[config.mk]
export PLATFORM = sky130hd
export DESIGN_NAME = univ_shift_reg
export DESIGN_NICKNAME = d
export VERILOG_FILES = /design/src/rtl/ureg_pkg.sv /design/src/rtl/univ_shift_reg_dff_cell.sv /design/src/rtl/univ_shift_reg.sv
export SDC_FILE = /design/constraint.sdc
export NUM_CORES = 1
export LEC_CHECK = 0
export BUFFER_PORTS_ARGS = -buffer_cell sky130_fd_sc_hd__buf_2
export CORE_MARGIN = 1.5
export CORE_UTILIZATION = 31
export CTS_BUF_LIST = sky130_fd_sc_hd__clkbuf_16
export DETAILED_ROUTE_END_ITERATION = 6
export SLEW_MARGIN = 20
export SYNTH_ARGS = -nofsm -noshare
export SYNTH_HDL_FRONTEND = slang
export SYNTH_SLANG_ARGS = --single-unit
[constraint.sdc]
create_clock -name CLK -period 1.5 [get_ports CLK]
set_input_delay 0.15 -clock CLK [delete_from_list [all_inputs] [get_ports CLK]]
set_output_delay 0.15 -clock CLK [all_outputs]
set_load 0.03 [all_outputs]
[src/rtl/ureg_pkg.sv]
// rtl/ureg_pkg.sv - shared mode encodings for the universal shift register
// Purpose : operating-mode type and constants used by univ_shift_reg and its bench.
// Contents: ureg_mode_t, MODE_HOLD, MODE_SHR, MODE_SHL, MODE_LOAD.
package ureg_pkg;

  typedef logic [1:0] ureg_mode_t;

  localparam ureg_mode_t MODE_HOLD = 2'b00;
  localparam ureg_mode_t MODE_SHR  = 2'b01;
  localparam ureg_mode_t MODE_SHL  = 2'b10;
  localparam ureg_mode_t MODE_LOAD = 2'b11;

endpackage

[src/rtl/univ_shift_reg_dff_cell.sv]
// rtl/univ_shift_reg_dff_cell.sv - single-bit storage cell with true/complement outputs
// Purpose : one edge-triggered bit with asynchronous active-high reset to a per-bit value.
// Ports   : CLK      in  clock, rising edge
//           RST      in  asynchronous active-high reset
//           RST_BIT  in  value loaded while RST=1
//           D        in  next-state bit
//           Q        out stored bit
//           Q_bar    out ~Q, combinational
module dff_cell (
  input  logic CLK,
  input  logic RST,
  input  logic RST_BIT,
  input  logic D,
  output logic Q,
  output logic Q_bar
);

  always_ff @(posedge CLK or posedge RST) begin
    if (RST) begin
      Q <= RST_BIT;
    end else begin
      Q <= D;
    end
  end

  assign Q_bar = ~Q;

endmodule

[src/rtl/univ_shift_reg.sv]
// rtl/univ_shift_reg.sv - WIDTH-bit universal register: hold, shift right/left, load
// Purpose : storage/serialiser stage built from WIDTH dff_cell instances, each fed by
//           a per-bit 4:1 next-state mux.
// Macro   : UREG_ROTATE_EN adds port ROT; ROT=1 turns both shifts into rotates.
// Params  : WIDTH (2..64), RST_VAL (value of Q during reset)
// Ports   : CLK   in   clock, rising edge
//           RST   in   asynchronous active-high reset
//           EN    in   clock enable, 0 holds regardless of MODE
//           MODE  in   00 hold, 01 shift right, 10 shift left, 11 load
//           D     in   parallel load data
//           SI_R  in   serial input entering at MSB on shift right
//           SI_L  in   serial input entering at LSB on shift left
//           ROT   in   rotate select (UREG_ROTATE_EN only)
//           Q     out  register contents
//           Q_bar out  ~Q
//           SO_R  out  Q[0]
//           SO_L  out  Q[WIDTH-1]
module univ_shift_reg
  import ureg_pkg::*;
#(
  parameter int               WIDTH   = 8,
  parameter logic [WIDTH-1:0] RST_VAL = '0
) (
  input  logic             CLK,
  input  logic             RST,
  input  logic             EN,
  input  logic [1:0]       MODE,
  input  logic [WIDTH-1:0] D,
  input  logic             SI_R,
  input  logic             SI_L,
`ifdef UREG_ROTATE_EN
  input  logic             ROT,
`endif
  output logic [WIDTH-1:0] Q,
  output logic [WIDTH-1:0] Q_bar,
  output logic             SO_R,
  output logic             SO_L
);

  logic             shr_in;
  logic             shl_in;
  logic [WIDTH-1:0] shr_vec;
  logic [WIDTH-1:0] shl_vec;

  // Rotation simply feeds the bit leaving one end back into the other end.
`ifdef UREG_ROTATE_EN
  assign shr_in = ROT ? Q[0]       : SI_R;
  assign shl_in = ROT ? Q[WIDTH-1] : SI_L;
`else
  assign shr_in = SI_R;
  assign shl_in = SI_L;
`endif

  assign shr_vec = {shr_in, Q[WIDTH-1:1]};
  assign shl_vec = {Q[WIDTH-2:0], shl_in};

  for (genvar i = 0; i < WIDTH; i++) begin : g_bit
    logic nxt_bit;

    // An unknown MODE while enabled propagates X rather than picking a mode.
    always_comb begin
      nxt_bit = Q[i];
      if (EN) begin
        case (MODE)
          MODE_HOLD: nxt_bit = Q[i];
          MODE_SHR:  nxt_bit = shr_vec[i];
          MODE_SHL:  nxt_bit = shl_vec[i];
          MODE_LOAD: nxt_bit = D[i];
          default:   nxt_bit = 1'bx;
        endcase
      end
    end

    dff_cell u_cell (
      .CLK     (CLK),
      .RST     (RST),
      .RST_BIT (RST_VAL[i]),
      .D       (nxt_bit),
      .Q       (Q[i]),
      .Q_bar   (Q_bar[i])
    );
  end

  assign SO_R = Q[0];
  assign SO_L = Q[WIDTH-1];

endmodule

Yosys cells after proc, flatten, opt, wreduce, memory -nomap -nowiden
Index checks and enable logic that the tools add are counted.
{"block": "totals", "wordCells": 30, "output_inout_bits": 18, "in_bits": 15, "reg_bits": 8}
{"block": "classes", "n_bitwise": 9, "muxes": 8, "reduce_logical": 2, "n_eq_ne": 3}
{"operator": "1-bit case mux with 3 select lines", "n": 8}
{"operator": "1-bit NOT", "n": 9}
{"operator": "2-bit == test (second input constant)", "n": 2}
{"operator": "2-bit by 1-bit == test with 1-bit output (second input constant)", "n": 1}
{"operator": "2-bit logical NOT", "n": 1}
{"operator": "2-bit AND reduction", "n": 1}

Depth between registers and ports, before layout
{"block": "depth", "word_depth": 3, "mapped_depth": 4, "mapped_depth_nobuf": 2}

Worst setup path after synthesis
OpenSTA, ideal clock, no wires.
{"block": "synth_path", "kind": "register -> register", "startpoint": "register g_bit[7].u_cell.Q", "endpoint": "register g_bit[6].u_cell.Q", "setup_ns": 0.138, "path_stages_with_launch": 3, "arrival_ns": 0.885, "n_path_buf": 0, "slack_ns": 0.476, "period_less_slack_ns": 1.024, "required_ns": 1.362, "cell_sequence": "dfrtp_1 nor4bb_1 a221oi_2"}
{"block": "synth_between", "elab_chain_cells": 1}
{"item": "from (decl)", "line": "univ_shift_reg_dff_cell.sv:14", "rtl": "output logic Q,"}
{"item": "from (signal assigned)", "line": "univ_shift_reg_dff_cell.sv:20", "rtl": "Q <= RST_BIT;"}
{"item": "from (signal assigned)", "line": "univ_shift_reg_dff_cell.sv:22", "rtl": "Q <= D;"}
{"item": "1-bit case mux with 3 select lines", "line": "univ_shift_reg.sv:64", "rtl": "case (MODE)"}
{"item": "to (signal assigned)", "line": "univ_shift_reg_dff_cell.sv:20"}
{"item": "to (signal assigned)", "line": "univ_shift_reg_dff_cell.sv:22"}
{"item": "to (decl)", "line": "univ_shift_reg_dff_cell.sv:14"}
No other way between the ends.
A chain may end at the register's enable or synchronous reset.

Final worst setup path
{"block": "layout_path", "startpoint": "register g_bit[4].u_cell.Q", "endpoint": "output port Q_bar[4]"}
{"block": "layout_between", "elab_chain_cells": 1}
{"item": "from (decl)", "line": "univ_shift_reg_dff_cell.sv:14"}
{"item": "from (signal assigned)", "line": "univ_shift_reg_dff_cell.sv:20"}
{"item": "from (signal assigned)", "line": "univ_shift_reg_dff_cell.sv:22"}
{"item": "1-bit NOT", "line": "univ_shift_reg_dff_cell.sv:26", "rtl": "assign Q_bar = ~Q;"}
{"item": "to (decl)", "line": "univ_shift_reg.sv:35", "rtl": "output logic [WIDTH-1:0] Q_bar,"}
No other way between the ends.

==> flow_summary.ini <==
[yosys]
muxShareOfSynthArea_pct = 11.4
syn-num-nets = 77
synth-simple-area-share_pct = 14.1
syn_area_per_cell_um2 = 11.3
synth_top_family_by_area = buffers and inverters
synthTopCellsByArea = dfrtp_1 (29%), buf_4 (18%), a221oi_2 (17%)
synth_compound_area_share_pct = 19.5
ys.flop_type = dfrtp_1
netlist_area_um2 = 699
yosys_register_bits = 8
synth_top_cell_area_share_pct = 28.6
synth_common_cells = buf_4 (17), inv_1 (9), a221oi_2 (8), dfrtp_1 (8), mux2i_1 (8)
synth_fa_ha_area_share_pct = 0
synthArstFlopShare_pct = 100
yosys_warnings = 0
ys_types = 11
synth_top_area_cell = dfrtp_1
synth_edf_count = 0
seq_area_frac_synth_pct = 28.6
synth.most_common_cell = buf_4
syn_inst = 62
synth-xor-area-share_pct = 0

[worst_hold_path]
hold_class = input port to flip-flop
hold_path_depth = 3
min_from = SI_R
worst_hold_path.endpoint = g_bit[7].u_cell.Q

[flow_run]
cap_violations = 0

[drt]
first_pass_iters = 2
detail_route.iter0.violations = 1
drtAntennaViolNets = 0
vias_per_cell = 4.64
wl_per_cell_um = 12.5
routed_wl_um = 1340
num_vias = 496
drc = 0

[placed_design]
globalplace.congestion = 0.684
port_buffers = 32
pre_cts_ws_ns = 0.411
dpl.hpwl_um = 987

[sta]
period_needed_ns = 1.08
fin_crit_sh_pct = 72.0
tns_ns = 0
finalSetupViolCount = 0
slew_headroom_pct = 67.6
rsz0062_at_grt = false
hold_viol_final = 0
skew_ns = 0.00160
layout_setup_ws_ns = 0.420
worst_slew_pin_slew_ns = 0.486
fmax_ghz = 0.926
final_max_slew_viol_count = 0

[worst_setup_path]
max_stage_delay_ns = 0.40
cp.required_ns = 1.35
endpoint_kind = output port
path_class = flip-flop to output port
worstRegToRegCells = 2
crit_path_top_delay_cell = dfrtp_1
cp-start-kind = flip-flop
rr_endpoint = g_bit[6].u_cell.Q
critPathTopFamily = flip-flops
critPathBufInv = 2
cp_num_cells = 2
rr_startpoint = g_bit[7].u_cell.Q
worstPathMaxFanout = 4
rrSetupSlack_ns = 0.53
arrival_ns = 0.93
path_cells = inv_1 > buf_2

[cts]
clockRootBuffer = clkbuf_16
clkSlewWorstSetupHoldPaths_ns = 0.04
cts.sinks = 8
cts_setup_buffers = 0
cts_max_path_buffers = 2
clock_latency_ns = 0.23
cts_tree = built
cts_buffers = 3
htree_levels = 1

[die]
die_y_um = 50.5
start_util_pct = 32.2
rows = 17
io-pin-count = 33
dieArea_um2 = 2550
die_x_um = 50.5
core-area_um2 = 2170

[grt]
gr-total-overflow = 0
met3_usage_pct = 4.76
antenna_found_initial = 0
grt_max_degree = 18
busiest_layer = met2
grt_pass1_vias = 461
grt_pass1_wl_um = 2150
grt_use_total_pct = 11.5
use_met1_pct = 14.5
use_met2_pct = 16.9

[cells_and_area]
top_register = g_bit.u_cell.Q
largest_reg_flops = 8
multi_input_area_um2 = 315
fin_nets = 96
final_util_pct = 38.2
diodes = 0
num-fill-cells = 230
reg.largest.list = g_bit.u_cell.Q: 8 flops
synthToLayoutAreaGrowth_pct = 18.6
drive_above_1_share_pct = 60.8
regArea_um2 = 200

[power]
power_leakage_nw = 0.424
vdd_ir_drop_max_mv = 0.531
pwr_density_cell_nw_per_um2 = 1410

[outcome]
outcome = completed
-- stage by stage --
stage | instances | hold WS (ns) | instance area [um^2] | power, mW
2_1_floorplan | 62 | -0.0343 | 699 | 0.714
3_3_place_gp | 103 | 0.116 | 744 | 0.725
3_5_place_dp | 103 | 0.120 | 744 | 0.728
4_1_cts | 107 | 0.253 | 830 | 1.19
5_1_grt | 107 | 0.300 | 830 | 1.23
6_report | 107 | 0.259 | 830 | 1.17
-- per-layer routing --
| metal | vias to the layer above | part of all wire (%) | wire [um] |
|---|---|---|---|
| li1 | 247 | - | - |
| met1 | 225 | 46 | 618 |
| met2 | 21 | 44 | 593 |
| met3 | 3 | 8.3 | 112 |
| met4 | 0 | 1.3 | 18 |
| met5 | - | 0 | 0 |
-- cell type report --
class	instances	area share [%]
multi-input combinational	26	38.0
sequential	8	24.1
timing repair buffer	33	20.5
clock buffer	3	9.05
tap	28	4.22
inverter	9	4.07
-- worst max path at each step --
stage | start | to | slack [ns]
after floorplan | g_bit[7].u_cell.Q | g_bit[6].u_cell.Q | 0.48
after global placement | MODE[0] | g_bit[6].u_cell.Q | 0.41
after detailed placement | MODE[1] | g_bit[2].u_cell.Q | 0.41
after CTS | g_bit[5].u_cell.Q | Q_bar[5] | 0.41
after global routing | g_bit[5].u_cell.Q | Q_bar[5] | 0.38
final | g_bit[4].u_cell.Q | Q_bar[4] | 0.42
-- cell families (layout without fill, tap and decap cells) --
group | Yosys count | in the layout
mux | 8 | 8
simple gates | 9 | 9
flops | 8 | 8
compound gates | 9 | 9
buf+inv | 28 | 45
-- worst min-delay path, stage by stage --
cell and delay (ns):
buf_2 0.08, nor4bb_1 0.04, a221oi_2 0.16
-- report_power, final --
| group | switching [mW] | leakage, nW | internal (mW) | total (mW) |
|---|---|---|---|---|
| Clock | 0.107 | 0.0370 | 0.344 | 0.451 |
| Sequential | 0.0358 | 0.0844 | 0.255 | 0.291 |
| Combinational | 0.286 | 0.303 | 0.145 | 0.431 |
-- cell usage in the layout (no fill, tap or decap) --
master	instances
and2_1	1
and4bb_2	4
inv_1	9
nor4bb_1	3
mux2i_1	8
dlygate4sd3_1	1
o21ai_4	1
clkbuf_16	3
dfrtp_1	8
and4bb_1	1
a221oi_2	8
buf_2	32
-- what timing repair did --
| action | CTS | global route |
|---|---|---|
| hold buffers | 1 | 0 |
| gates resized for setup | 0 | 0 |
| endpoints found under the hold margin | 8 | 0 |
| setup endpoints to repair | 0 | 0 |
(Power assumes the default switching activity.)
